`src/rtl/multi_edge_detector.sv`:
```
// N-channel edge detector: per-channel synchroniser, selectable edge mode, one-cycle pulse,
// sticky flags with clear, OR'd interrupt and a saturating event counter.
module multi_edge_detector #(
  parameter int WIDTH       = 4,
  parameter int SYNC_STAGES = 2,
  parameter int CNT_W       = 8
) (
  input  logic                 clk,
  input  logic                 rstn,
  input  logic [WIDTH-1:0]     a,
  input  logic [2*WIDTH-1:0]   mode,
  input  logic [WIDTH-1:0]     clr,
  input  logic                 cnt_clr,
  output logic [WIDTH-1:0]     pulse,
  output logic [WIDTH-1:0]     sticky,
  output logic                 irq,
  output logic [CNT_W-1:0]     evt_cnt
);

  typedef enum logic [1:0] {
    MODE_OFF  = 2'b00,
    MODE_RISE = 2'b01,
    MODE_FALL = 2'b10,
    MODE_BOTH = 2'b11
  } edge_mode_e;

  // Detection stays masked until the synchroniser and prev have been refilled from real input.
  localparam int ARM_MAX = SYNC_STAGES + 1;
  localparam int ARM_W   = $clog2(ARM_MAX + 1);
  localparam int SUM_W   = CNT_W + 1;
  localparam logic [SUM_W-1:0] CNT_MAX = {1'b0, {CNT_W{1'b1}}};

  logic [WIDTH-1:0] d;
  logic [WIDTH-1:0] prev;
  logic [WIDTH-1:0] rise;
  logic [WIDTH-1:0] fall;
  logic [WIDTH-1:0] hit;
  logic [ARM_W-1:0] arm_cnt;
  logic             armed;
  logic [SUM_W-1:0] hit_cnt;
  logic [SUM_W-1:0] cnt_sum;
  logic [CNT_W-1:0] cnt_next;

  generate
    if (SYNC_STAGES == 0) begin : g_nosync
      assign d = a;
    end else begin : g_sync
      logic [WIDTH-1:0] sync_q [SYNC_STAGES];

      // NOTE: the synchroniser is a small flop array, not a RAM; it must be reset so a stale level
      // left over from before reset can never be compared against prev and fake an edge.
      always_ff @(posedge clk) begin
        if (!rstn) begin
          for (int s = 0; s < SYNC_STAGES; s++) sync_q[s] <= '0;
        end else begin
          sync_q[0] <= a;
          for (int s = 1; s < SYNC_STAGES; s++) sync_q[s] <= sync_q[s-1];
        end
      end

      assign d = sync_q[SYNC_STAGES-1];
    end
  endgenerate

  assign armed = (arm_cnt == ARM_W'(ARM_MAX));
  assign rise  = d & ~prev;
  assign fall  = ~d & prev;

  // NOTE: every always_comb output gets a default before any branch so no path leaves it
  // unassigned; a missing default here would infer a latch.
  always_comb begin
    hit = '0;
    for (int i = 0; i < WIDTH; i++) begin
      case (edge_mode_e'(mode[2*i +: 2]))
        MODE_RISE: hit[i] = rise[i];
        MODE_FALL: hit[i] = fall[i];
        MODE_BOTH: hit[i] = rise[i] | fall[i];
        default:   hit[i] = 1'b0;
      endcase
    end
    if (!armed) hit = '0;
  end

  always_comb begin
    hit_cnt = '0;
    for (int i = 0; i < WIDTH; i++) hit_cnt = hit_cnt + SUM_W'(hit[i]);
  end

  // One extra bit of headroom lets the sum be compared against the ceiling instead of wrapping.
  assign cnt_sum  = (cnt_clr ? '0 : {1'b0, evt_cnt}) + hit_cnt;
  assign cnt_next = (cnt_sum > CNT_MAX) ? CNT_MAX[CNT_W-1:0] : cnt_sum[CNT_W-1:0];

  // NOTE: all state updates use non-blocking assignments so every register samples the
  // pre-edge values of the others, independent of statement order.
  always_ff @(posedge clk) begin
    if (!rstn) begin
      prev    <= '0;
      pulse   <= '0;
      sticky  <= '0;
      evt_cnt <= '0;
      arm_cnt <= '0;
    end else begin
      prev    <= d;
      pulse   <= hit;
      sticky  <= hit | (sticky & ~clr);
      evt_cnt <= cnt_next;
      if (!armed) arm_cnt <= arm_cnt + 1'b1;
    end
  end

  assign irq = |sticky;

endmodule
```
`config.mk`:
```
export PLATFORM = sky130hd
export DESIGN_NAME = multi_edge_detector
export DESIGN_NICKNAME = d
export VERILOG_FILES = /design/src/rtl/multi_edge_detector.sv
export SDC_FILE = /design/constraint.sdc
export NUM_CORES = 1
export LEC_CHECK = 0
export ABC_AREA = 1
export BUFFER_PORTS_ARGS = -buffer_cell sky130_fd_sc_hd__buf_2
export CORE_ASPECT_RATIO = 1.5
export CORE_MARGIN = 2
export CORE_UTILIZATION = 47
export DETAILED_ROUTE_END_ITERATION = 10
export GPL_ROUTABILITY_DRIVEN = 0
export PLACE_DENSITY = 0.83
export REMOVE_ABC_BUFFERS = 1
export SYNTH_ARGS = -nofsm -noshare
export SYNTH_HDL_FRONTEND = slang
export SYNTH_SLANG_ARGS = --single-unit
```
`constraint.sdc`:
```
create_clock -name clk -period 2.9 [get_ports clk]
set_input_delay 0.58 -clock clk [delete_from_list [all_inputs] [get_ports clk]]
set_output_delay 0.58 -clock clk [all_outputs]
set_load 0.02 [all_outputs]
```
## Yosys cells after proc, flatten, opt, wreduce, memory -nomap -nowiden

Memories as Yosys holds them, arrays and structs flattened.
Index checks and enable logic that the tools add are counted.

| storage, ports and cells | value |
|---|---|
| memories kept | 1 |
| bits of input ports | 19 |
| memory bits (writable) | 8 |
| word-level logic and storage cells | 50 |
| register bits after elaboration | 22 |

| cells by class | value |
|---|---|
| eq/ne operators | 13 |
| multiplexer cells | 11 |
| bitwise gates (word level) | 13 |
| magnitude comparators | 1 |
| reductions and logical operators | 1 |
| add/subtract/negate cells | 5 |

Memories:

| memory | depth | width | rd ports | clocked after memory_dff | wr ports | RTL line | RTL |
|---|---|---|---|---|---|---|---|
| g_sync.sync_q | 2 | 4 | 2 | 0 | 2 | 48 | `logic [WIDTH-1:0] sync_q [SYNC_STAGES];` |

Operators with widths:

| kind | count |
|---|---|
| 2-bit == test, second input constant | 9 |
| 8-bit two-way mux | 2 |
| 4-bit AND | 3 |
| 4-bit two-way mux | 3 |
| 4-bit inverter | 3 |
| 1-bit one-hot mux with 3 select lines | 4 |
| 8-bit by 4-bit adder with 9-bit output | 1 |
| 9-bit by 8-bit greater-than comparator with 1-bit output, second input constant | 1 |
| 2-bit by 1-bit == test with 1-bit output, second input constant | 4 |
| 1-bit OR | 6 |
| 3-bit by 1-bit adder with 4-bit output | 1 |
| 4-bit OR | 1 |
| 4-bit OR reduction | 1 |
| 2-bit by 1-bit adder with 3-bit output | 1 |
| 1-bit by 1-bit adder with 2-bit output | 1 |
| 2-bit by 1-bit adder with 2-bit output, second input constant | 1 |
| 1-bit two-way mux | 2 |

## Logic depth before layout (Yosys ltp)

An unclocked memory read counts as a cell.

| logic depth | value |
|---|---|
| depth in word-level cells | 12 |
| depth in mapped cells | 16 |
| mapped depth without buffers | 16 |

## Worst setup path after synthesis

Ideal clock, no wire load.

| timing | value |
|---|---|
| path type | input-to-reg |
| start point | in mode[0] |
| end point | reg evt_cnt[5] |
| path slack | 0.048 ns |
| stages on the path | 14 |
| required time | 2.791 ns |
| path buffers | 0 |
| arrival | 2.743 ns |
| setup time | 0.109 ns |
| cells stage by stage | inv_1 > a21oi_1 > o21ai_0 > nand2_1 > inv_1 > fa_1 > fa_1 > fa_1 > nand3_2 > nor2_4 > nand3_4 > nand3_1 > nand2_1 > inv_1 |

| on the way | value |
|---|---|
| longest elaborated chain between the ends | 9 |
| elaborated cells between the ends (all ways) | 11 |
| those cells by class | add/sub: 4; order compare: 1; eq/ne: 3; mux: 3 |

Ends and longest elaborated chain:

| item | RTL line | RTL |
|---|---|---|
| from (decl) | 11 | `input logic [2*WIDTH-1:0] mode,` |
| 2-bit == test / 2-bit by 1-bit == test with 1-bit output (equally long branches) | 74 | `case (edge_mode_e'(mode[2*i +: 2]))` |
| 1-bit one-hot mux with 3 select lines (*) | 74 |  |
| 4-bit two-way mux (*) | 81 | `if (!armed) hit = '0;` |
| via hit[0] | 37 | `logic [WIDTH-1:0] hit;` |
| 1-bit by 1-bit adder with 2-bit output (*) | 86 | `for (int i = 0; i < WIDTH; i++) hit_cnt = hit_cnt + SUM_W'(hit[i]);` |
| 2-bit by 1-bit adder with 3-bit output (*) | 86 |  |
| 3-bit by 1-bit adder with 4-bit output (*) | 86 |  |
| 8-bit by 4-bit adder with 9-bit output (*) | 90 | `assign cnt_sum = (cnt_clr ? '0 : {1'b0, evt_cnt}) + hit_cnt;` |
| 9-bit by 8-bit greater-than comparator with 1-bit output | 91 | `assign cnt_next = (cnt_sum > CNT_MAX) ? CNT_MAX[CNT_W-1:0] : cnt_sum[CNT_W-1:0];` |
| 8-bit two-way mux (*) | 91 |  |
| to (signal assigned) | 106 | `evt_cnt <= cnt_next;` |
| to (decl) | 17 | `output logic [CNT_W-1:0] evt_cnt` |

The timed path passes the listed nets; every way through them passes the cells marked *.
A chain may end at the register's enable or synchronous reset.

==> results.md <==
- The flow ran to the end, and the final reports show no timing, DRC or antenna violations.
- Summing all placed instances gives a cell area of approximately 1700 µm².
- The largest net degree at the start of global routing is 17.
- The depth of the worst register-to-register path is 15.
- The source of the critical timing path is g_sync.sync_q[0][4]$_SDFF_PN0_.
- Headroom to the max-slew limit came out at 0.707.
- The utilization after layout is 0.621.
- met2 is the most crowded layer.
- Hold timing on the final database bottoms out at a slack of a little over 0.4 ns.
- For this design, the CTS-stage hold fixing added 0 buffers.
- The detailed router placed 1211 vias in this run.
- The leading register cell type out of synthesis is dfxtp_1.
- The detailed-route vias per instance is 4.44.
- The area growth from synthesis to layout is 25.5%.
- The TritonCTS clock tree is built.
- Yosys instantiated no cell more often than inv_1.
- After technology mapping, the gate count stands at 187.
- For this block, the initial DRC count from the detailed router was 11.
- Sorting the synthesized cells by how often they occur yields 49 x inv_1, 39 x nand2_1, 30 x dfxtp_1.
- In this run the worst path has a maximum fanout of 8.
- The type of the worst min-delay path is reg2reg.
- The total global routing track utilization is 0.168.
- Detailed placement finished with a half-perimeter wire length of 1970 µm.
- The chip width is approximately 49 µm.
- The number of synthesized register bits is 30.
- The final antenna-violating net count is 0.
- The number of sinks handled by clock tree synthesis is 30.
- Setup repair after global routing left no endpoint under its margin.
- Global routing finished with a remaining overflow of 0.
- In this run the most critical hold path is launched from g_sync.sync_q[0][2]$_SDFF_PN0_.
- The antenna diode count is 0.
- Of the post-synthesis cell area, the dominant cell type holds 0.417.
- For met3 alone, demand over resource in global routing was 0.0500.
- STA classifies the critical path endpoint as a flip-flop.
- The initial antenna violation count is 0.
- The floorplan step defined a die boundary enclosing between 3000 and 4000 µm².
- The critical path in this run is classified as reg2reg.
- The clock slew at the register clock pins of the worst setup and hold paths is 0.06 ns.
- The final standard cell count with taps included and fillers excluded is approximately 270.
- The count of buffers from port buffering is 35.
- During I/O placement, the number of pins put on the boundary was 36.
- In the final design database the tool counted 266 nets.
- The effective utilization at floorplan is 0.495.
- In the final routed layout, each cell accounts on average for 9.41 µm.
- In the finished design, the share of the clock period the worst path needs comes to 0.939.
- The power per standard cell area is 461 nW/µm².
- CTS built an H-tree with a depth of 2.
- The routed design has 2570 µm of wire.
- The first-pass GRT wire length is 4510 µm.
- Sorting the synthesized cells by area gives the leading types as dfxtp_1 42%, inv_1 13%, nand2_1 10%.
- The transition at the pin with the smallest max-transition slack is 0.439 ns.
- Max-cap violations in this run came to 0.
- The first detailed-routing pass took 4 iterations.
- The final critical path time including I/O delays and setup is 2.72 ns.
- The finished cells cover between 1500 and 2000 µm².
- The latest clock arrival within the worst-skew pair is 0.28 ns.
- The number of endpoints with negative hold slack in the final report is 0.
- The number of placed instances, taps included is around 260.
- Setup slack on the worst reg-to-reg path comes out at approximately 0.18 ns.
- The floorplan has 24 rows.
- The clock root buffer master is clkbuf_8.
- The mean post-synth cell area is 7.71 µm².
- The fmax is ~370 MHz.
- The endpoint identified for the worst register-to-register timing path is evt_cnt[5]$_SDFF_PN0_.
- The number of global-route vias before repair is 1144.
- Following the worst setup path forward leads to its endpoint at evt_cnt[5]$_SDFF_PN0_.
- The post-synthesis instance area is 1440 µm².
- Between clock sinks in the finished design, the worst skew comes to about 0.0045 ns.
- In this run the vertical extent of the chip is 71.8 µm.
- The worst register-to-register path begins at g_sync.sync_q[0][4]$_SDFF_PN0_.
- The leakage power is 0.000995 µW.
- The clock tree buffer depth is 2.
- The synthesized design contains 0 enable-type register cells.
- The floorplan step defined a core boundary enclosing 2910 µm².
- The largest area contributor in the synthesized netlist is dfxtp_1.
- The arrival time of the worst setup path is 2.91 ns.
- For met1 alone, demand over resource in global routing was 0.170.
- VDD sags by at most 0.000459 V.
- The proportion of synthesized chip area in sequential cells is 0.417.
- The fraction of registers with async set or reset after synthesis is 0.
- After synthesis, the netlist uses 20 different library cells.
- For this run, the number of Yosys warnings is 0.
- Total power for the finished layout comes to 835 µW.
- STA classifies the critical path startpoint as a flip-flop.
- The number of max-slew violations in the final report is 0.
- The critical path data required time is 3.08 ns.
- The final routed DRC violation total is 0.
- The total clock buffers created by CTS is 5.
- Setup violations remaining at the end of the flow were counted as 0.
- In the final layout, the share of cells above drive strength 1 is 0.278.
- In the global route stage, met2 resource usage came out at 0.302.
==> worst min-delay path by stage <==
stage	to	slack, ns	cells past startpoint
after floorplan	g_sync.sync_q[0][4]$_SDFF_PN0_	0.39	2
after global placement	g_sync.sync_q[0][4]$_SDFF_PN0_	0.39	2
after detailed placement	g_sync.sync_q[0][6]$_SDFF_PN0_	0.40	2
after CTS	g_sync.sync_q[0][6]$_SDFF_PN0_	0.41	2
after global routing	g_sync.sync_q[0][4]$_SDFF_PN0_	0.43	2
final	g_sync.sync_q[0][6]$_SDFF_PN0_	0.41	2
==> cell families after synthesis <==
kind of cell    after synthesis  synth area share
fa+ha+maj                    13             0.128
xor+xnor                      2            0.0122
flops                        30             0.417
compound gates               30             0.106
simple gates                 60             0.194
buf+inv                      52             0.143
==> cell usage in the layout (no fill, tap or decap), types with 2 or more instances in the layout <==
master	count
inv_1	48
nand2_1	39
buf_2	35
dfxtp_1	28
a21oi_1	19
nor2_1	11
ha_1	9
buf_4	7
o21ai_0	5
clkbuf_8	5
nand3_1	3
nand3_4	3
a21oi_2	2
o21ai_1	2
nand2_2	2
fa_2	2
clkinv_2	2
dfxtp_2	2
==> critical path, cell delays in order, from the launching register on <==
cell and delay [ns]:
dfxtp_1 0.35, inv_1 0.05, ha_1 0.19, a21oi_2 0.14, o21ai_2 0.06, nand2_1 0.08
inv_1 0.06, fa_1 0.47, fa_2 0.42, fa_2 0.38, nand3_4 0.09, nor2_4 0.05
nand3_4 0.09, nand3_1 0.09, nand2_1 0.06, inv_1 0.04
==> sequential cells by signal, indices dropped and copies added, names as in the netlist <==
signal / count
g_sync.sync_q: 8
arm_cnt: 2
pulse: 4
prev: 4
sticky: 4
evt_cnt: 8
==> power breakdown <==
group	internal (µW)	total, µW	switching [µW]
registers	429	437	8.07
clock network	160	310	149
logic	36.5	88.0	51.6
total	626	835	209
==> cell type report <==
class,instances,area (µm²)
fillers,273,1100
multi-input cells,105,661
flip-flops and latches,30,603
repair buffers,42,228
inverters,50,190
clock buffers,5,68.8
well taps,39,48.8
clock inverters,2,10.0
==> routing by layer <==
layer	vias up	part of all wire
met5	-	0
met4	0	0.023
met3	6	0.050
met2	28	0.54
met1	528	0.38
li1	649	-
==> repair_timing <==
item / CTS / global route
pin swaps: 0 / 6
buffers inserted: 0 / 2
gates resized for setup: 2 / 11
setup endpoints to repair: 8 / 8
gates cloned: 0 / 0
==> metrics by stage <==
step,setup TNS (ns),setup WS [ns]
CTS,0,0.0325
floorplan,0,0.0486
global placement,-0.489,-0.113
global route,0,0.00109
detailed placement,-1.10,-0.202
finish,0,0.177
(Power assumes the default switching activity.)
